**src/rtl/avalon_sw_led_io.sv**
```systemverilog
// Avalon-MM slave: synchronized/debounced switch inputs and a CPU-driven LED register with set/clear aliases.
// Define AVALON_SW_LED_IO_IRQ_EN to build edge capture, IRQ_MASK and the irq output.
module avalon_sw_led_io #(
  parameter int SW_W            = 10,
  parameter int LED_W           = 10,
  parameter int SYNC_STAGES     = 2,
  parameter int DEBOUNCE_CYCLES = 500000
) (
  input  logic              clk,
  input  logic              reset_n,
  input  logic [2:0]        avs_address,
  input  logic              avs_read,
  input  logic              avs_write,
  input  logic [31:0]       avs_writedata,
  output logic [31:0]       avs_readdata,
  output logic              irq,
  input  logic [SW_W-1:0]   sw_in,
  output logic [LED_W-1:0]  led_out
);

  // Bus handshake: there is no waitrequest, so a transfer completes on the edge where
  // avs_read/avs_write is sampled high. Read data is registered on that edge (latency 1)
  // and held until the next read; read+write together returns the pre-write value.

  localparam logic [2:0] ADDR_DATA_IN  = 3'd0;
  localparam logic [2:0] ADDR_LED      = 3'd1;
  localparam logic [2:0] ADDR_LED_SET  = 3'd2;
  localparam logic [2:0] ADDR_LED_CLR  = 3'd3;
  localparam logic [2:0] ADDR_EDGE_CAP = 3'd4;
  localparam logic [2:0] ADDR_IRQ_MASK = 3'd5;

  localparam int              CNT_W   = $clog2(DEBOUNCE_CYCLES);
  localparam logic [CNT_W-1:0] CNT_TOP = CNT_W'(DEBOUNCE_CYCLES - 1);

  logic [SYNC_STAGES-1:0][SW_W-1:0] sync_q;
  logic [SW_W-1:0]  sw_s;
  logic [CNT_W-1:0] cnt_q;
  logic             tick;
  logic [SW_W-1:0]  prev_sample;
  logic [SW_W-1:0]  debounced;
  logic [SW_W-1:0]  stable;
  logic [LED_W-1:0] led_q;
  logic [LED_W-1:0] wdata_led;
  logic [31:0]      rd_next;

  // Every writedata bit is folded here so unused upper bits stay quiet in lint.
  logic unused_wdata;
  assign unused_wdata = &{1'b0, avs_writedata};

  // Synchronizer chain.
  always_ff @(posedge clk or negedge reset_n) begin
    if (!reset_n) begin
      sync_q <= '0;
    end else begin
      sync_q <= {sync_q[SYNC_STAGES-2:0], sw_in};
    end
  end

  assign sw_s = sync_q[SYNC_STAGES-1];

  // Free-running sample period counter.
  always_ff @(posedge clk or negedge reset_n) begin
    if (!reset_n) begin
      cnt_q <= '0;
    end else if (tick) begin
      cnt_q <= '0;
    end else begin
      cnt_q <= cnt_q + CNT_W'(1);
    end
  end

  assign tick = (cnt_q == CNT_TOP);

  // A bit is accepted only when two consecutive tick samples agree.
  assign stable = ~(sw_s ^ prev_sample);

  always_ff @(posedge clk or negedge reset_n) begin
    if (!reset_n) begin
      prev_sample <= '0;
      debounced   <= '0;
    end else if (tick) begin
      prev_sample <= sw_s;
      debounced   <= (stable & sw_s) | (~stable & debounced);
    end
  end

  // LED register and its atomic set/clear aliases.
  assign wdata_led = avs_writedata[LED_W-1:0];

  always_ff @(posedge clk or negedge reset_n) begin
    if (!reset_n) begin
      led_q <= '0;
    end else if (avs_write) begin
      case (avs_address)
        ADDR_LED:     led_q <= wdata_led;
        ADDR_LED_SET: led_q <= led_q | wdata_led;
        ADDR_LED_CLR: led_q <= led_q & ~wdata_led;
        default:      led_q <= led_q;
      endcase
    end
  end

  assign led_out = led_q;

`ifdef AVALON_SW_LED_IO_IRQ_EN
  logic [SW_W-1:0] deb_d;
  logic [SW_W-1:0] edge_cap;
  logic [SW_W-1:0] irq_mask;
  logic [SW_W-1:0] w1c;
  logic            irq_q;

  assign w1c = (avs_write && (avs_address == ADDR_EDGE_CAP)) ? avs_writedata[SW_W-1:0] : '0;

  // Set is OR-ed in after the W1C mask so a same-cycle edge survives the clear.
  always_ff @(posedge clk or negedge reset_n) begin
    if (!reset_n) begin
      deb_d    <= '0;
      edge_cap <= '0;
      irq_mask <= '0;
      irq_q    <= 1'b0;
    end else begin
      deb_d    <= debounced;
      edge_cap <= (edge_cap & ~w1c) | (debounced ^ deb_d);
      if (avs_write && (avs_address == ADDR_IRQ_MASK)) begin
        irq_mask <= avs_writedata[SW_W-1:0];
      end
      irq_q    <= |(edge_cap & irq_mask);
    end
  end

  assign irq = irq_q;
`else
  assign irq = 1'b0;
`endif

  // Read mux; unimplemented bits and addresses return zero.
  always_comb begin
    rd_next = '0;
    case (avs_address)
      ADDR_DATA_IN:  rd_next[SW_W-1:0]  = debounced;
      ADDR_LED:      rd_next[LED_W-1:0] = led_q;
`ifdef AVALON_SW_LED_IO_IRQ_EN
      ADDR_EDGE_CAP: rd_next[SW_W-1:0]  = edge_cap;
      ADDR_IRQ_MASK: rd_next[SW_W-1:0]  = irq_mask;
`endif
      default:       rd_next = '0;
    endcase
  end

  always_ff @(posedge clk or negedge reset_n) begin
    if (!reset_n) begin
      avs_readdata <= '0;
    end else if (avs_read) begin
      avs_readdata <= rd_next;
    end
  end

endmodule

```
**config.mk**
```make
export PLATFORM = sky130hd
export DESIGN_NAME = avalon_sw_led_io
export DESIGN_NICKNAME = d
export VERILOG_FILES = /design/src/rtl/avalon_sw_led_io.sv
export SDC_FILE = /design/constraint.sdc
export NUM_CORES = 1
export LEC_CHECK = 0
export BUFFER_PORTS_ARGS = -buffer_cell sky130_fd_sc_hd__buf_2
export CELL_PAD_IN_SITES_DETAIL_PLACEMENT = 0
export CELL_PAD_IN_SITES_GLOBAL_PLACEMENT = 1
export CORE_MARGIN = 2
export CORE_UTILIZATION = 45
export CTS_BUF_LIST = sky130_fd_sc_hd__clkbuf_2
export CTS_CLUSTER_SIZE = 12
export DETAILED_ROUTE_END_ITERATION = 10
export PLACE_DENSITY_LB_ADDON = 0.2
export SLEW_MARGIN = 10
export SYNTH_ARGS = -nofsm -noshare
export SYNTH_HDL_FRONTEND = slang
export SYNTH_SLANG_ARGS = --single-unit
```
**constraint.sdc**
```tcl
create_clock -name clk -period 6.7 [get_ports clk]
set_clock_uncertainty 0.1 [all_clocks]
set_input_delay 0 -clock clk [delete_from_list [all_inputs] [get_ports clk]]
set_output_delay 0 -clock clk [all_outputs]
set_load 0.01 [all_outputs]
```
# --- Yosys cells after proc, flatten, opt, wreduce, memory -nomap -nowiden ---
# Cells that the tools add are included.
op_classes:
  bitwise: 9
  eq_ne: 4
  add_sub_neg: 1
  n_reduce_logical: 3
  mux: 3
ops:
  columns: ["op", "count"]
  rows:
  - ["bitwise AND 10 bit", 3]
  - ["inverter 10 bit", 3]
  - ["case mux 10 bit (3 select lines)", 1]
  - ["OR 10 bit", 2]
  - ["case mux 10 bit (2 select lines)", 1]
  - ["adder 19 x 1 -> 19 bit (second input constant)", 1]
  - ["== test 19 bit (second input constant)", 1]
  - ["two-way mux 19 bit", 1]
  - ["bitwise XOR 10 bit", 1]
  - ["== test 3 x 2 -> 1 bit (second input constant)", 2]
  - ["== test 3 x 1 -> 1 bit (second input constant)", 1]
  - ["zero test 3 bit", 1]
  - ["nonzero test 3 bit", 1]
  - ["AND reduction 2 bit", 1]
totals:
  output_inout_bits: 43
  regBits: 79
  inputBits: 49

# --- Longest topological paths before layout ---
# Gate-level depths: netlist of run 1.
logic_depth:
  word_depth: 5
  mapped_depth: 6

# --- Worst setup path after synthesis of run 1 ---
# OpenSTA, ideal clock, no wires.
synth_path:
  kind: "reg2reg"
  from: "register cnt_q[0]"
  to: "register prev_sample[8]"
  required_time_ns: 6.475
  n_path_buf: 1
  stages_incl_launch_ff: 7
  t_arrival_ns: 1.935
  setup_slack_ns: 4.540
  setup_time_ns: 0.125
  path_cell_list: "dfrtp_1 -> ha_1 -> nand3_2 -> or4_4 -> nor2_8 -> buf_6 -> mux2_2"
synth_between:
  elab_chain_len: 1
synth_rtl:
  columns: ["element", "line", "rtl"]
  rows:
  - ["start, declared", "37", "logic [CNT_W-1:0] cnt_q;"]
  - ["start signal, assigned", "68", "cnt_q <= cnt_q + CNT_W'(1);"]
  - ["== test 19 bit", "72", "assign tick = (cnt_q == CNT_TOP);"]
  - ["end signal, assigned", "82", "prev_sample <= sw_s;"]
  - ["end, declared", "39", "logic [SW_W-1:0] prev_sample;"]
# No other way between the ends.
# A chain may end at the register's enable or synchronous reset.

# --- Final worst setup path of run 1 ---
layout_path:
  from: "register cnt_q[0]"
  to: "register prev_sample[9]"
# The elaborated chain is that of the path after synthesis.

==> metrics.txt, run 1 <==
status=finished clean; Hold Slack=0.0443 ns; Hold Fails Final Rpt=0; placed instance count=430; Worst Path Max Fanout=19; initial cell density of the core=46.4%; Switching Fraction=27.6%; die area=8190 um^2; clock sinks=79; number of synthesized register bits=79; clock power share=25.4%; routability cong.=0.758; Synth Flop Type=dfrtp_1; fin area=4200 um^2; clk_lat worst skew=0.50 ns; Reg power frac=61.5%; DRC=0; Post-Route WL=6610 um; CTS clk-pin slew, worst paths=0.22 ns; Power per Cell Area=199 nW/um^2; post-synthesis mux area share=3.34%; DP HPWL=4010 um; Critical-path top delay cell=or4_4; Cell Int Power=0.603 mW; fin cells=498; Final WS setup=4.29 ns; # H-tree levels=3; vias per cell=4.95; # port buffers=46; Post-synth ARST share=100%; hold crit path type=primary input to async pin; CP arrival=2.71 ns; share of cells above drive strength 1=19.8%; Setup-failing EPs final=0; largest net degree at the start of global routing=80; Synth Area in XOR/XNOR=5.20%; Die Wd=90.5 um; unrepaired setup endpoints after global routing=no; initial drt markers=153; first-pass GRT wire length=11300 um; Compound-Gate Fraction of Synth Area=13.0%; Slew @ Worst Pin=1.12 ns; Crit Path Category=flop to flop; num ports=92; CP max stage delay=0.67 ns; placed inst area=3590 um^2; cells along the critical path=ha_1, nand3_2, or4_4, nor2_8, mux2_2; Crit path required time=7.00 ns; count leader, synth=dfrtp_1; Tot GR Track Use=17.3%; VDD IR-drop max=0.117 mV; antenna cells=0; post-DR wirelength/cell=13.3 um; Pwr Total=0.833 mW; post-synthesis to final-layout area growth=24.6%; TritonCTS buffer count=9; fill count=658; post-route minimum period=2.41 ns; P_sw=0.230 mW; CP startpoint=cnt_q[0]; total number of vias=2466; post-route ant nets=0; nets@finish=444; Synth cell types=36; Max clock buf depth=2; most instantiated cells after synthesis=79 x dfrtp_1, 28 x nor2_1, 27 x a21oi_1, 23 x buf_4, 20 x o21ai_0; area used by multi-input combinational logic=1250 um^2; vias in the first global route=2381; Adder-Cell Fraction of Synth Area=0.372%; initial antenna violation count=0; Post-CTS Setup Bufs=0; Comb power frac=13.1%; final clock period utilization by the worst path=36.0%; top-area cell type share of the netlist area=58.7%; Slew Viols, Final=0; Mapped Cells=295; crit path capture type=flop; Seq/Total Area, Yosys=58.7%; post-synth top area cell=dfrtp_1; Rel. slew slack=25.0%; Chip Height=90.5 um; Post-Route Utilization=57.9%; Post-synth EDFFs=0; GRT overflow=0; Pre-antenna DRT Iters=5; syn_area_per_cell=11.4 um^2; yosys warns=0; Leakage=1.93 nW; root buffer selected by CTS=clkbuf_2; Rows=31; Reg area=1980 um^2; core area=7250 um^2; DP Worst Slack=4.29 ns; TNS Setup=0 ns; CP delay by family, top=simple AND/OR/NAND/NOR gates; max-cap violations=0; Synth Cell Area=3370 um^2; FF-to-FF Start=cnt_q[0]; CP Launch Type=flop; FMAX=415 MHz; simple-gate share of the synthesized area=12.6%; largest family of logic cells by synthesized area=compound AO/OA/AOI/OAI gates; WP buf/inv=0; CTS tree=done; top cells by area, synth=dfrtp_1 59%, buf_4 5.1%, a21oi_1 4.0%
==> layer usage <==
layer / part of all wire (%) / global-route usage [%] / vias to the layer above
li1: - / - / 1210
met1: 48 / 23.5 / 1178
met2: 46 / 26.2 / 64
met3: 4.1 / 3.84 / 14
met4: 2.2 / 8.97 / 0
met5: 0 / 0 / -
==> timing repair <==
| action | 4_1_cts | 5_1_grt |
|---|---|---|
| resized for setup | 0 | 0 |
| hold buffers | 52 | 0 |
| endpoints found under the hold margin | 109 | 0 |
==> cell families (layout without fill, tap and decap cells) <==
| logic type | after synthesis | after routing |
|---|---|---|
| XOR/XNOR | 20 | 20 |
| AO/OA/AOI/OAI | 74 | 74 |
| buffers and inverters | 33 | 115 |
| adder cells (fa/ha/maj) | 1 | 1 |
| other | 1 | 23 |
| multiplexers | 10 | 10 |
| flip-flops | 79 | 79 |
| AND/OR/NAND/NOR | 77 | 77 |
==> layout make-up <==
class                      instances  area share [%]
sequential                        79            47.1
multi-input combinational        205            29.7
timing repair buffer              99            18.1
tap                               99            2.95
clock buffer                      10            1.19
clock inverter                     6           0.894
==> worst paths after layout <==
| path | end | slack, ns | cells after the start |
|---|---|---|---|
| worst max-delay path | prev_sample[9] | 4.29 | 5 |
| worst min-delay path | avs_readdata[8] | 0.04 | 2 |
| worst max register to register | prev_sample[9] | 4.29 | 5 |
| worst min register to register | sw_s[6] | 0.26 | 0 |
| max in group asynchronous | cnt_q[16] | 5.82 | 2 |
| min in group clk | avs_readdata[3] | 0.15 | 4 |
==> layout by cell type, fill, tap and decap left out, types with 3 or more instances in the layout <==
cell,netlist,layout
a211oi_1,5,5
a21oi_1,27,27
a22oi_1,10,10
and4_1,3,3
buf_2,0,45
clkbuf_2,0,10
conb_1,1,23
dfrtp_1,79,79
dlygate4sd3_1,0,52
mux2_2,10,10
nand2_1,13,13
nand3_1,4,4
nand4_1,9,9
nor2_1,28,28
nor4_1,3,3
o211ai_1,10,10
o21ai_0,20,20
xnor2_1,12,12
xor2_1,8,8
==> power by group through the flow <==
stage | registers, mW | clock network [mW] | logic, mW
floorplan | 0.525 | 0 | 0.0390
detailed placement | 0.521 | 0 | 0.0740
global placement | 0.521 | 0 | 0.0725
finish | 0.512 | 0.212 | 0.109
CTS | 0.513 | 0.223 | 0.108
global route | 0.516 | 0.248 | 0.121
(Power assumes the default switching activity.)
==> inputs of run 2 (changes only) <==
--- a/config.mk
+++ b/config.mk
@@ -9,7 +9,7 @@
 export CELL_PAD_IN_SITES_DETAIL_PLACEMENT = 0
 export CELL_PAD_IN_SITES_GLOBAL_PLACEMENT = 1
 export CORE_MARGIN = 2
-export CORE_UTILIZATION = 45
+export CORE_UTILIZATION = 42
 export CTS_BUF_LIST = sky130_fd_sc_hd__clkbuf_2
 export CTS_CLUSTER_SIZE = 12
 export DETAILED_ROUTE_END_ITERATION = 10
==> constraint.sdc (replaced) <==
create_clock -name clk -period 2.3 [get_ports clk]
set_clock_uncertainty 0.1 [all_clocks]
set_input_delay 0 -clock clk [delete_from_list [all_inputs] [get_ports clk]]
set_output_delay 0 -clock clk [all_outputs]
set_load 0.01 [all_outputs]
==> metrics.txt, run 2 (synthesis results as in run 1) <==
status=finished clean (unchanged); Die Wd=93.5 um (was 90.5 um); routability cong.=0.804 (was 0.758); TNS Setup=0 ns (unchanged); post-route ant nets=0 (unchanged); DP HPWL=4450 um (was 4010 um); FMAX=464 MHz (was 415 MHz); unrepaired setup endpoints after global routing=no (unchanged); final clock period utilization by the worst path=93.7% (was 36.0%); nets@finish=452 (was 444); Critical-path top delay cell=or4_4 (unchanged); CP Launch Type=flop (unchanged); first-pass GRT wire length=11500 um (was 11300 um); CP max stage delay=0.60 ns (was 0.67 ns); vias per cell=4.96 (was 4.95); Setup-failing EPs final=0 (unchanged); Worst Path Max Fanout=11 (was 19); root buffer selected by CTS=clkbuf_2 (unchanged); Slew @ Worst Pin=0.679 ns (was 1.12 ns); cells along the critical path=ha_1, nand3_2, or4_4, nor2_8, mux2_2 (unchanged); TritonCTS buffer count=9 (unchanged); initial cell density of the core=43.6% (was 46.4%); share of cells above drive strength 1=20.9% (was 19.8%); fin area=4290 um^2 (was 4200 um^2); Slew Viols, Final=0 (unchanged); total number of vias=2519 (was 2466); Rel. slew slack=54.7% (was 25.0%); Max clock buf depth=2 (unchanged); largest net degree at the start of global routing=53 (was 80); Power per Cell Area=587 nW/um^2 (was 199 nW/um^2); Rows=32 (was 31); CTS clk-pin slew, worst paths=0.22 ns (about the same); initial drt markers=82 (was 153); CP arrival=2.43 ns (was 2.71 ns); leading cell types in the layout, fill and taps excluded=79 x dfrtp_1, 53 x dlygate4sd3_1, 45 x buf_2 (was 79 x dfrtp_1, 52 x dlygate4sd3_1, 45 x buf_2); most common cell after layout, fill and taps aside=dfrtp_1 (unchanged); antenna cells=0 (unchanged); CTS tree=done (unchanged); placed inst area=3660 um^2 (was 3590 um^2); fin cells=508 (was 498); Crit Path Category=flop to flop (unchanged); clock sinks=79 (unchanged); # H-tree levels=3 (unchanged); # port buffers=46 (unchanged); Chip Height=93.5 um (was 90.5 um); Post-Route Utilization=55.5% (was 57.9%); GRT overflow=0 (unchanged); vias in the first global route=2453 (was 2381); Leakage=1.98 nW (was 1.93 nW); placed instance count=440 (was 430); num ports=92 (unchanged); max-cap violations=0 (unchanged); Crit path required time=2.58 ns (was 7.00 ns); VDD IR-drop max=0.308 mV (was 0.117 mV); fill count=694 (was 658); crit path capture type=flop (unchanged); post-DR wirelength/cell=13.6 um (was 13.3 um); Pre-antenna DRT Iters=6 (was 5); initial antenna violation count=0 (unchanged); DRC=0 (unchanged); clk_lat worst skew=0.50 ns (about the same); post-synthesis to final-layout area growth=27.4% (was 24.6%); post-route minimum period=2.16 ns (was 2.41 ns); Hold Fails Final Rpt=0 (unchanged); die area=8750 um^2 (was 8190 um^2); Post-Route WL=6900 um (was 6610 um); Tot GR Track Use=17.0% (was 17.3%); hold crit path type=primary input to flop (was primary input to async pin); core area=7730 um^2 (was 7250 um^2)
## run 2: final timing paths
check                                  endpoint      startpoint  cells past startpoint  slack, ns
worst min-delay path            avs_readdata[0]  avs_address[1]                      5       0.11
worst min register to register          sw_s[3]       sync_q[3]                      0       0.23
min in group asynchronous            led_out[4]         reset_n                      3       0.49
max in group asynchronous              cnt_q[0]         reset_n                      4       0.99
worst max-delay path             prev_sample[2]        cnt_q[1]                      5       0.14
worst max register to register   prev_sample[2]        cnt_q[1]                      5       0.14
## run 2: what timing repair did
item                                   in CTS  in global routing
hold buffers                               51                  2
setup buffers                               0                  0
setup endpoints to repair                   0                  3
endpoints found under the hold margin     109                  2
resized for setup                           0                  1
## run 2: worst max-delay path, delay by kind of cell, from the launching register on
kind | cells | cell delay, ns
and+or+nand+nor | 3 | 0.95
DFF | 1 | 0.43
muxes | 1 | 0.36
adders and majority gates | 1 | 0.21
## run 2: power breakdown
part / switching, mW / internal, mW
combinational: 0.154 / 0.172
sequential: 0.0464 / 1.45
clock: 0.457 / 0.241
## run 2: final cells by class
type                       instances  area, um^2  share of cell area, %
sequential                        79        1980                   46.1
multi-input combinational        205        1250                   29.1
timing repair buffer             107         836                   19.5
tap                              102         128                   2.97
clock buffer                      10        50.0                   1.17
clock inverter                     5        50.0                   1.17
## run 2: stage by stage
step,hold slack [ns],setup slack (ns),power (mW)
finish,0.111,0.144,2.52
global route,0.0894,0.0520,2.65
CTS,0.00462,0.0739,2.54
detailed placement,-0.00789,0.102,1.74
global placement,-0.0105,0.143,1.73
floorplan,-0.396,0.140,1.64
## run 2: routing by layer
| metal | global-route usage [%] | wire (um) |
|---|---|---|
| met1 | 22.7 | 3290 |
| met2 | 26.7 | 3160 |
| met3 | 3.55 | 344 |
| met4 | 7.73 | 97 |
| met5 | 0 | 0 |
